<file path="src/rtl/seg_scan_ctrl.sv">
// Scan controller that time-multiplexes one shared BCD-to-7-segment decoder across
// NUM_DIGITS digit positions, with frame-coherent shadowing, dead-time and leading-zero blanking.
module seg_scan_ctrl #(
  parameter int NUM_DIGITS = 4,
  parameter int SCAN_DIV   = 50000,
  parameter int DEAD_CYC   = 8,
  parameter int BLANK_LZ   = 1
) (
  input  logic                    clk,
  input  logic                    rst_n,
  input  logic [4*NUM_DIGITS-1:0] bcd_in,
  input  logic                    load,
  output logic [3:0]              bcd_out,
  output logic                    dec_en,
  output logic [NUM_DIGITS-1:0]   dig_sel,
  output logic                    frame_done
);

  localparam int CNT_MAX = (SCAN_DIV > DEAD_CYC) ? SCAN_DIV : DEAD_CYC;
  localparam int CNT_W   = (CNT_MAX > 1) ? $clog2(CNT_MAX) : 1;
  localparam int IDX_W   = $clog2(NUM_DIGITS);

  localparam logic [CNT_W-1:0] DEAD_LAST = CNT_W'(DEAD_CYC - 1);
  localparam logic [CNT_W-1:0] SCAN_LAST = CNT_W'(SCAN_DIV - 1);
  localparam logic [IDX_W-1:0] IDX_LAST  = IDX_W'(NUM_DIGITS - 1);

  typedef enum logic {
    ST_BLANK,
    ST_ON
  } state_t;

  state_t                  state;
  logic [CNT_W-1:0]        cnt;
  logic [IDX_W-1:0]        idx;
  logic [4*NUM_DIGITS-1:0] pending;
  logic [4*NUM_DIGITS-1:0] shadow;

  logic [NUM_DIGITS-1:0]   blank_vec;
  logic [3:0]              cur_digit;
  logic                    lz_run;

  // Walk from the most significant digit down; a digit is blanked only while every
  // digit at or above it is zero, so zeros below a non-zero digit stay visible.
  always_comb begin
    blank_vec = '0;
    lz_run    = 1'b1;
    for (int k = NUM_DIGITS - 1; k >= 0; k--) begin
      lz_run       = lz_run && (shadow[4*k +: 4] == 4'd0);
      blank_vec[k] = (BLANK_LZ != 0) && (k != 0) && lz_run;
    end
  end

  always_comb begin
    cur_digit = 4'(shadow >> (4 * idx));
  end

  // NOTE: every register here is assigned with <= so all of them see pre-edge values;
  // that is what makes the outputs lag the state by exactly one cycle.
  always_ff @(posedge clk or negedge rst_n) begin
    if (!rst_n) begin
      state      <= ST_BLANK;
      cnt        <= '0;
      idx        <= '0;
      pending    <= '0;
      shadow     <= '0;
      bcd_out    <= 4'd0;
      dec_en     <= 1'b0;
      dig_sel    <= '0;
      frame_done <= 1'b0;
    end else begin
      if (load) begin
        pending <= bcd_in;
      end
      frame_done <= 1'b0;

      case (state)
        ST_BLANK: begin
          dig_sel <= '0;
          dec_en  <= 1'b0;
          if (cnt == DEAD_LAST) begin
            cnt   <= '0;
            state <= ST_ON;
            // Latch a new frame only at the start of digit 0 so a frame never mixes words.
            if (idx == '0) begin
              shadow <= pending;
            end
          end else begin
            cnt <= cnt + 1'b1;
          end
        end

        ST_ON: begin
          dig_sel <= NUM_DIGITS'(1) << idx;
          bcd_out <= cur_digit;
          dec_en  <= ~blank_vec[idx];
          if (cnt == SCAN_LAST) begin
            cnt        <= '0;
            state      <= ST_BLANK;
            idx        <= (idx == IDX_LAST) ? '0 : idx + 1'b1;
            frame_done <= (idx == IDX_LAST);
          end else begin
            cnt <= cnt + 1'b1;
          end
        end

        default: begin
          state <= ST_BLANK;
          cnt   <= '0;
        end
      endcase
    end
  end

endmodule

</file>
<file path="config.mk">
export PLATFORM = sky130hd
export DESIGN_NAME = seg_scan_ctrl
export DESIGN_NICKNAME = d
export VERILOG_FILES = /design/src/rtl/seg_scan_ctrl.sv
export SDC_FILE = /design/constraint.sdc
export NUM_CORES = 1
export LEC_CHECK = 0
export ABC_AREA = 1
export CORE_ASPECT_RATIO = 1.5
export CORE_UTILIZATION = 49
export DETAILED_ROUTE_END_ITERATION = 8
export PLACE_DENSITY = 0.7
export REMOVE_ABC_BUFFERS = 1
export SLEW_MARGIN = 20
export SYNTH_ARGS = -nofsm -noshare
export SYNTH_HDL_FRONTEND = slang
export SYNTH_SLANG_ARGS = --single-unit
</file>
<file path="constraint.sdc">
create_clock -name clk -period 1.9 [get_ports clk]
set_input_delay 0.57 -clock clk [delete_from_list [all_inputs] [get_ports clk]]
set_output_delay 0.57 -clock clk [all_outputs]
set_load 0.005 [all_outputs]
</file>
==> results.toml <==
[worst_setup_path]
cp_slowest_cell = "clkdlybuf4s50_1"
endpoint_kind = "output port"
cp_num_buf_inv = 1
crit_path_start_kind = "register"
critPathRequiredTime_ns = 1.33
reg2reg_setup_slack_ns = 0.18
crit_type = "reg2out"
crit_family = "buffers and inverters"
arrival_ns = 1.22
path_cells = "clkdlybuf4s50_1"
max_stage_delay_ns = 0.51
cp_max_fo = 2

[place]
place_area_sq_um = 3320
place_ws_ns = 0.195
numPortBuffers = 28
place_congestion = 0.893
dpl.hpwl_um = 4080

[floorplanning]
fp.dieArea_sq_um = 6360
io_pins = 29
fp.dieH_um = 97.2
core_area_sq_um = 5830
row_count = 34
initial_core_util_pct = 50.8
die_w_um = 65.5

[pwr]
p_leak_uw = 0.00170
power.net_switching_uw = 637
power.density_nw_per_um2 = 820
peakVddDrop_mv = 0.571
p_total_uw = 2910
share_comb_of_total_power_pct = 7.0
p_seq_share_pct = 48.3
power.share.clock_pct = 44.8
switching_share_pct = 21.9
intPower_uw = 2270

[finish]
num-fill-cells = 497
regArea_sq_um = 1530
utilization_pct = 60.8
fin_area_sq_um = 3550
multiInputGateArea_sq_um = 1170
drive_gt1_share_pct = 17.2
num_antenna_cells = 0
area_growth_syn_to_layout_pct = 19.8
final_nets = 396

[clock_tree]
cts-root-buf = "clkbuf_8"
cts_tree = "built"
clkLatencyLatePin_ns = 0.34
htreeDepth = 3
cts_buffers = 9
clk_pin_slew_ns = 0.07
cts_setup_buffers = 0
ctsResizeCount = 0
clock-sinks = 61
cts_buffer_depth = 2
postCtsHoldBufs = 0

[global_route]
grt_first_pass_wirelength_um = 9980
grt_pass1_vias = 2253
grt_use_total_pct = 20.9
overflow = 0
grt_max_degree = 62
antenna_found_initial = 0

[min_path]
min_path_type = "in2async"

[timing]
finalSetupTns_ns = 0
fin_skew_ns = 0.00730
hold_viol_final = 0
slew_violations = 0
rsz0062_at_grt = "no"
min_period_ns = 1.79
fmax_mhz = 558
worstMarginPinSlew_ns = 0.481
setup_viol = 0
slew_headroom_pct = 68.0
worst_slack_ns = 0.107
finalCritPeriodShare_pct = 94.4

[synthesis]
yosysWarnings = 0
synth_cells = 337
avgSynthCellArea_sq_um = 8.78
syn_area_sq_um = 2960
synth_top_area_share_pct = 51.6
yosysTopAreaCell = "dfrtp_1"
yosysSeqAreaShare_pct = 51.6
synth_cell_types = 28
synth_seq_cells = 61
synthTopCellsByArea = "dfrtp_1 (52%), nand2_1 (7.6%), inv_1 (6.3%), nor2_1 (4.8%), o21ai_2 (4.7%)"

[routing]
avgViaCountPerCell = 4.94
first_pass_iters = 4
drc_errors = 0
drt-initial-drc-count = 100
avgRoutedWirePerCell_um = 12.7
num_vias = 2219
ant_nets = 0
drt-total-wl_um = 5710

[outcome]
status = "finished, final reports clean"

[run]
drv_cap = 0
==> synthesized netlist by cell type <==
| library cell | number |
|---|---|
| nand2_1 | 60 |
| o21bai_1 | 2 |
| or2_2 | 1 |
| nand3_1 | 15 |
| nor2_1 | 38 |
| buf_6 | 3 |
| and2_1 | 1 |
| inv_1 | 50 |
| a31oi_1 | 4 |
| nand4_1 | 3 |
| nor3_1 | 1 |
| nor2_2 | 2 |
| o21ai_2 | 16 |
| dfrtp_1 | 61 |
| ha_1 | 5 |
| buf_2 | 2 |
| clkbuf_1 | 5 |
| clkinv_2 | 1 |
| o21ai_0 | 23 |
| nand3_2 | 2 |
| inv_2 | 1 |
| xor2_1 | 9 |
| nand3_4 | 1 |
| nor2_4 | 3 |
| nor3b_1 | 1 |
| a21oi_1 | 6 |
| nand2_2 | 16 |
| o211ai_1 | 5 |
==> final cells by class <==
class / instances / share of cell area [%]
tap: 72 / 2.54
inverter: 52 / 5.54
multi-input combinational: 214 / 33.1
sequential: 61 / 43.0
timing repair buffer: 34 / 9.39
clock inverter: 4 / 1.98
clock buffer: 12 / 4.38
==> placed cells by master (no fill, tap or decap), drive strengths merged, types with 3 or more instances in the layout <==
cell            n
o21ai          39
a21oi           6
inv            51
clkinv          3
clkbuf         12
ha              5
nor2           43
clkdlybuf4s50  27
a31oi           4
o211ai          5
dfrtp          61
nand2          76
buf             7
nand3          18
xor2            9
nand4           3
==> kinds of logic after synthesis <==
kind of cell	Yosys count	synth area share, %
adders and majority gates	5	2.11
xor gates and xnor gates	9	2.66
DFF	61	51.6
AOI/OAI and AO/OA	56	12.3
buffers and inverters	62	8.75
and+or+nand+nor	144	22.7
==> power groups by stage <==
stage	Combinational, uW	Clock, uW	Sequential, uW
detailed placement	207	0	1430
CTS	207	1330	1400
finish	202	1300	1400
global placement	200	0	1420
floorplan	98.1	0	1420
global route	233	1390	1410
==> final timing paths <==
kind,end,start,cells after the start
worst max-delay path,bcd_out[1],bcd_out[1],1
min in group clk,shadow[1],shadow[1],2
worst min register to register,shadow[1],shadow[1],2
worst min-delay path,cnt[3],rst_n,2
max in group asynchronous,pending[5],rst_n,2
worst max register to register,shadow[11],cnt[0],9
==> registers in the layout, indices dropped and copies added, names as in the netlist <==
register,cells
cnt,16
pending,16
shadow,16
bcd_out,4
dig_sel,4
idx,2
dec_en,1
frame_done,1
state,1
==> per-stage QoR <==
| step | hold WS, ns | std cells |
|---|---|---|
| 3_3_place_gp | 0.463 | 433 |
| 3_5_place_dp | 0.468 | 433 |
| 5_1_grt | 0.241 | 449 |
| 2_1_floorplan | 0.274 | 327 |
| 4_1_cts | 0.225 | 449 |
| 6_report | 0.233 | 449 |
==> routing by layer <==
layer	share of wire, %	global-route usage [%]	routed length, um	vias up
met5	0	0	0	-
met4	1.4	8.86	80	0
met3	3.2	6.10	182	8
met2	54	36.1	3060	32
met1	42	23.1	2390	1054
li1	-	-	-	1125
No activity file was read; power rests on OpenSTA's default activity.
